===== src/rtl/multicycle_ctrl.sv =====
// rtl/multicycle_ctrl.sv - multicycle instruction sequencer with iterative multiply/divide state

typedef logic [6:0] opcode_t;

module multicycle_ctrl #(
    parameter int         MULDIV_EN  = 1,
    parameter int         MD_CYCLES  = 32,
    parameter logic [2:0] CYCLE_INIT = 3'd0
) (
    input  logic       clk,
    input  logic       rst,
    input  opcode_t    opcode,
    input  logic       is_muldiv,
    input  logic       branch_taken,
    input  logic       done,
    input  logic       mem_ready,
    output logic [2:0] cycle,
    output logic       start,
    output logic       rf_wren,
    output logic       mem_rden,
    output logic       mem_wren,
    output logic       md_step,
    output logic       md_last,
    output logic       stall,
    output logic       trap
);

    localparam opcode_t OPC_LOAD   = 7'b0000011;
    localparam opcode_t OPC_FENCE  = 7'b0001111;
    localparam opcode_t OPC_AUIPC  = 7'b0010111;
    localparam opcode_t OPC_STORE  = 7'b0100011;
    localparam opcode_t OPC_OP     = 7'b0110011;
    localparam opcode_t OPC_BRANCH = 7'b1100011;
    localparam opcode_t OPC_JALR   = 7'b1100111;
    localparam opcode_t OPC_JAL    = 7'b1101111;
    localparam opcode_t OPC_SYS    = 7'b1110011;

    localparam int CW = (MD_CYCLES > 1) ? $clog2(MD_CYCLES) : 1;
    localparam logic [CW-1:0] MD_LAST_CNT = CW'(MD_CYCLES - 1);
    localparam bit MD_ON = (MULDIV_EN != 0);

    typedef enum logic [2:0] {
        C0 = 3'd0,
        C1 = 3'd1,
        C2 = 3'd2,
        C3 = 3'd3,
        MD = 3'd4
    } state_e;

    localparam state_e INIT_STATE = state_e'(CYCLE_INIT);

    state_e        state_q, state_d;
    logic          start_q, start_d;
    logic [CW-1:0] md_cnt_q, md_cnt_d;
    logic          mem_req;
    logic          advance;
    logic          moved;

    // Per-state enables, decoded from the current state and the opcode in IR
    always_comb begin
        rf_wren  = 1'b0;
        case (opcode)
            OPC_STORE, OPC_BRANCH, OPC_FENCE: rf_wren = 1'b0;
            OPC_JAL, OPC_AUIPC:               rf_wren = (state_q == C0);
            OPC_LOAD:                         rf_wren = (state_q == C3);
            default:                          rf_wren = (state_q == C2);
        endcase
        mem_rden = ((state_q == C0) && (opcode != OPC_SYS))
                 || ((opcode == OPC_LOAD) && (state_q == C1))
                 || ((opcode == OPC_BRANCH) && (state_q == C2))
                 || ((opcode == OPC_JALR) && (state_q == C2));
        mem_wren = (opcode == OPC_STORE) && (state_q == C1);
        trap     = (state_q == C0) && (opcode == OPC_SYS);
        md_step  = MD_ON && (state_q == MD);
        md_last  = md_step && (md_cnt_q == MD_LAST_CNT);
        mem_req  = mem_rden | mem_wren;
        advance  = done & (mem_ready | ~mem_req);
        stall    = done & mem_req & ~mem_ready;
    end

    // Next state, MD iteration count, and whether this clock leaves the state
    always_comb begin
        state_d  = state_q;
        md_cnt_d = '0;
        moved    = 1'b0;
        case (state_q)
            C0: begin
                // SYS parks here until reset; no request is issued
                if (advance && !trap) begin
                    moved = 1'b1;
                    case (opcode)
                        OPC_OP, OPC_LOAD, OPC_STORE, OPC_BRANCH, OPC_JALR: state_d = C1;
                        default:                                           state_d = C2;
                    endcase
                end
            end
            C1: begin
                if (advance) begin
                    moved = 1'b1;
                    if (opcode == OPC_STORE) begin
                        state_d = C0;
                    end else if (MD_ON && (opcode == OPC_OP) && is_muldiv) begin
                        state_d = MD;
                    end else begin
                        state_d = C2;
                    end
                end
            end
            C2: begin
                if (advance) begin
                    moved = 1'b1;
                    if ((opcode == OPC_LOAD) || ((opcode == OPC_BRANCH) && branch_taken)) begin
                        state_d = C3;
                    end else begin
                        state_d = C0;
                    end
                end
            end
            C3: begin
                if (advance) begin
                    moved   = 1'b1;
                    state_d = C0;
                end
            end
            MD: begin
                // Iterates every clock; done and mem_ready are ignored here
                if (!MD_ON) begin
                    moved   = 1'b1;
                    state_d = C0;
                end else if (md_last) begin
                    moved   = 1'b1;
                    state_d = C2;
                end else begin
                    md_cnt_d = md_cnt_q + CW'(1);
                end
            end
            default: begin
                moved   = 1'b1;
                state_d = C0;
            end
        endcase
        start_d = moved;
    end

    // State, start flag and MD counter registers with asynchronous reset
    always_ff @(posedge clk or negedge rst) begin
        if (!rst) begin
            state_q  <= INIT_STATE;
            start_q  <= 1'b1;
            md_cnt_q <= '0;
        end else begin
            state_q  <= state_d;
            start_q  <= start_d;
            md_cnt_q <= md_cnt_d;
        end
    end

    assign cycle = state_q;
    assign start = start_q;

endmodule

===== config.mk =====
export PLATFORM = sky130hd
export DESIGN_NAME = multicycle_ctrl
export DESIGN_NICKNAME = d
export VERILOG_FILES = /design/src/rtl/multicycle_ctrl.sv
export SDC_FILE = /design/constraint.sdc
export NUM_CORES = 1
export LEC_CHECK = 0
export BUFFER_PORTS_ARGS = -buffer_cell sky130_fd_sc_hd__buf_2
export CAP_MARGIN = 20
export CORE_ASPECT_RATIO = 0.5
export CORE_MARGIN = 2
export CORE_UTILIZATION = 25
export CTS_BUF_LIST = sky130_fd_sc_hd__clkbuf_16
export DETAILED_ROUTE_END_ITERATION = 12
export PLACE_DENSITY_LB_ADDON = 0.08
export RECOVER_POWER = 50
export SYNTH_ARGS = -nofsm -noshare
export SYNTH_HDL_FRONTEND = slang
export SYNTH_SLANG_ARGS = --single-unit

===== constraint.sdc =====
create_clock -name clk -period 4.75 [get_ports clk]
set_clock_uncertainty 0.2 [all_clocks]
set_input_delay 0.95 -clock clk [delete_from_list [all_inputs] [get_ports clk]]
set_output_delay 0.95 -clock clk [all_outputs]
set_load 0.005 [all_outputs]

; ---- Word level (Yosys, flattened, before mapping)
; Index checks and enable logic that the tools add are counted.
[word_totals]
romBits = 0
out_inout_bits = 11
ram_bits = 0
register_bits = 9
elab_cells = 69
in_bits = 13
n_memories = 0
latchBits = 0
[op_classes]
bitwise = 7
div = 0
n_reduce_logical = 21
shifts = 0
magnitude_cmp = 0
n_eq_ne = 20
muxes = 17
addsub = 1
multipliers = 0
[op_table]
columns = operator, n
row1 = 7-bit == test (second input constant), 4
row2 = 3-bit two-way mux, 7
row3 = 3-bit one-hot mux with 5 select lines, 1
row4 = 7-bit by 6-bit == test with 1-bit output (second input constant), 2
row5 = 1-bit logical AND, 10
row6 = 5-bit two-way mux, 2
row7 = 7-bit by 2-bit == test with 1-bit output (second input constant), 1
row8 = 7-bit by 4-bit == test with 1-bit output (second input constant), 1
row9 = 7-bit by 5-bit == test with 1-bit output (second input constant), 1
row10 = 7-bit inequality test (second input constant), 1
row11 = 3-bit by 2-bit == test with 1-bit output (second input constant), 2
row12 = 2-bit inequality test (second input constant), 3
row13 = 1-bit one-hot mux with 3 select lines, 2
row14 = 3-bit OR reduction, 2
row15 = 5-bit by 1-bit adder with 5-bit output (second input constant), 1
row16 = 5-bit == test (second input constant), 1
row17 = 5-bit AND reduction, 1
row18 = 5-bit OR reduction, 1
row19 = 1-bit logical OR, 4
row20 = 2-bit two-way mux, 2
row21 = 2-bit by 1-bit inequality test with 1-bit output (second input constant), 2
row22 = 1-bit AND, 3
row23 = 3-bit by 1-bit == test with 1-bit output (second input constant), 1
row24 = 3-bit == test (second input constant), 1
row25 = other kinds (6), 10

; ---- Longest topological paths before layout
[logic_depth]
depth_word = 12
ltp_mapped = 7
depth_no_buf = 7

; ---- Worst setup path after synthesis
; OpenSTA, ideal clock, no wires.
[synth_timing]
kind = input -> output
from = input opcode[3]
to = output stall
t_arrival_ns = 2.228
t_required_ns = 3.600
n_path_buf = 1
path_stages = 5
setup_slack_ns = 1.372
cell_sequence = buf_6 > nand4bb_4 > or4_1 > a31o_2 > nor3b_1
[synth_between]
elab_chain_cells = 8
word_cells_on_any_way = 16
classes_between = eq/ne: 5 / bitwise: 3 / reduce/logical: 8
[synth_rtl]
columns = item, line
row1 = "start, declared", 12  ; input opcode_t opcode,
row2 = 7-bit inequality test / 7-bit by 2-bit == test with 1-bit output (equally long branches), "68, 69"
row3 = 1-bit logical AND (on tied branches), "68, 69"
row4 = 1-bit logical OR, 69  ; || ((opcode == OPC_LOAD) && (state_q == C1))
row5 = 1-bit logical OR, 70  ; || ((opcode == OPC_BRANCH) && (state_q == C2))
row6 = 1-bit logical OR, 71  ; || ((opcode == OPC_JALR) && (state_q == C2));
row7 = 1-bit OR (*), 76  ; mem_req = mem_rden | mem_wren;
row8 = 1-bit AND (*) (2 in series), 78  ; stall = done & mem_req & ~mem_ready;
row9 = "end, declared", 24  ; output logic stall,
; Mark *: on every way between the ends. The rest lies on a longest branch, timed or not.

; ---- Worst setup path in the final report
[layout_timing]
from = input opcode[5]
to = output stall
; Same word-level chain as after synthesis.

==> impl_metrics.yaml <==
status:
  status: "finished, final reports clean"
logic_synthesis:
  syn-cell-area_um2: 763
  synthFlopType: "dfrtp_1"
  yosysUniqueCellTypes: 36
  syn_nets: 106
  ys_top_cells_by_area: "dfrtp_1, nor2_1, a21oi_1"
  yosysTopAreaCell: "dfrtp_1"
  syn_avg_cell_area_um2: 8.39
  synth_edf_count: 0
  netlist_instances: 91
  async_flop_share_pct: 100
  ys_seq_elements: 9
  synth.top_cell.area_share_pct: 26.2
  yosysSeqAreaShare_pct: 29.7
  yosys_warnings: 0
grt:
  grt_max_degree: 16
  grt_pass1_wl_um: 3150
  grt_use_total_pct: 11.5
  first_global_vias: 716
  antenna_found_initial: 0
  grt_overflow_total: 0
power:
  power_per_cell_area_mw_per_mm2: 357
  vdd_drop_max_mv: 0.127
  leakage_uw: 0.000426
min_path:
  worstHoldPathCells: 1
  hp-class: "register to register"
detailed_routing:
  antenna_left: 0
  vias_per_cell: 5.05
  drc_errors: 0
  drt_iter0_drc: 12
  wl_um: 1920
  wire_per_inst_um: 12.6
  drtPass1Iterations: 4
  routed-via-count: 768
place:
  pre_cts_slack_ps: 1110
  place_congestion: 0.749
  placed_cell_area_um2: 896
  dpl.hpwl_um: 1500
  port-buffer-count: 23
  placedCellCount: 148
timing:
  relSlewSlack_pct: 52.0
  fin_tns_setup_ps: 0
  tightest_slew_ps: 710
  slew_viol_final: 0
  fin_ws_ps: 1090
  fin_crit_ps: 3660
  min_period_over_period_pct: 77.1
  finalSetupViolCount: 0
  whs_ps: 265
  fmaxAchievable_mhz: 273
  rsz0062_at_grt: "no"
  finalHoldViolations: 0
floorplan:
  num_io_pins: 24
  start_util_pct: 25.8
  rows: 14
  die_h_um: 43.1
  coreArea_mm2: 0.00296
  dieArea_mm2: 0.00354
  die_w_um: 82.1
clocking:
  postCtsSetupRepairBufs: 0
  cts_buffers: 3
  cts_max_level: 1
  cts-root-buf: "clkbuf_16"
  cts_buffer_depth: 2
  cts.repair.resized: 0
  ctsHoldBuffers: 0
  cts_tree: "done"
  clkTransAtPathRegs_ps: 40
  clk_latency_ps: 230
  numClockSinks: 9
finish:
  drive_above_1_share_pct: 25.0
  finish.net_count: 128
  multiInputGateArea_um2: 504
  fillers: 331
  area.growth.synth_to_final_pct: 27.4
  design_area_um2: 972
  stdcell_count: 152
  ff_latch_area_um2: 226
  n_antenna_cell: 0
worst_setup_path:
  cp_data_required_time_ps: 3600
  end_kind: "output pin"
  cp_max_fo: 14
  cp_data_arrival_time_ps: 2510
  r2r_cells: 7
  worstSetupStartpointType: "primary input"
  worstSetupPathType: "primary input to output pin"
flow_run:
  drv_cap: 0
[kinds of logic after synthesis]
kind of cell / Yosys count / share of synthesized area, %
compound gates: 19 / 15.6
fa+ha+maj: 2 / 3.28
flops: 9 / 29.7
simple gates: 51 / 42.3
mux: 1 / 1.48
buf+inv: 6 / 4.26
xor+xnor: 3 / 3.44
[power by group]
part / total (uW) / internal, uW / switching [uW]
registers: 106 / 86.3 / 19.3
clock network: 143 / 110 / 33.3
logic: 98.9 / 47.4 / 51.5
[registers in the layout, indices dropped and copies added (netlist names)]
register / cells
cycle: 3
start: 1
md_cnt_q: 5
[layout by cell type, fill, tap and decap left out, types with 4 or more instances in the layout]
cell type and n:
buf_2 21, nand3_1 4, nand2_1 4, nor2_1 11
a21oi_1 6, and3_1 4, nand2b_1 4, dfrtp_1 8
o21ai_0 5
[critical path, cell delays in order]
cell and delay [ps]:
buf_2 220, and3b_1 260, or4b_1 470, a31o_2 300, nor3b_1 170, buf_2 140
[routing by layer]
| layer | track usage (%) | routed length (um) |
|---|---|---|
| met1 | 16.2 | 963 |
| met2 | 17.9 | 892 |
| met3 | 1.49 | 65 |
| met4 | 4.00 | 0 |
| met5 | 0 | 0 |
[per-stage QoR]
| stage | util [%] | power [uW] |
|---|---|---|
| finish | 32.8 | 347 |
| global route | 32.8 | 370 |
| CTS | 32.9 | 352 |
| detailed placement | 30.3 | 206 |
| global placement | 30.3 | 211 |
| floorplan | - | 166 |
[synth_stat cells, types with 2 or more instances]
cell	number
xnor2_1	2
and2_1	2
and3_1	4
nor3b_1	3
ha_1	2
or4_1	3
nor3_1	3
nand3b_1	2
nand2b_1	4
nor2_1	11
nand3_1	4
clkbuf_1	3
buf_2	2
dfrtp_1	8
and3b_1	2
nand2_1	4
a21oi_1	6
nor4b_1	3
a31oi_1	2
o21ai_0	5
[worst paths after layout]
path                                       start                    end  slack (ps)
hold reg to reg            md_cnt_q[0]$_DFF_PN0_  md_cnt_q[0]$_DFF_PN0_         260
min in group asynchronous                    rst  md_cnt_q[4]$_DFF_PN0_         440
max in group asynchronous                    rst        start$_DFF_PN1_        3560
setup reg to reg           md_cnt_q[0]$_DFF_PN0_   cycle[0]$_DFFE_PN0P_        2380
setup / recovery                       opcode[5]                  stall        1090
hold / removal             md_cnt_q[0]$_DFF_PN0_  md_cnt_q[0]$_DFF_PN0_         260
[final cells by class]
type                            count  share of cell area, %
Multi-Input combinational cell     76                   51.9
Sequential cell                     9                   23.3
Timing Repair Buffer               23                   11.6
Clock buffer                        3                   7.72
Tap cell                           40                   5.15
Clock inverter                      1                  0.386
No activity file was read; power rests on OpenSTA's default activity.
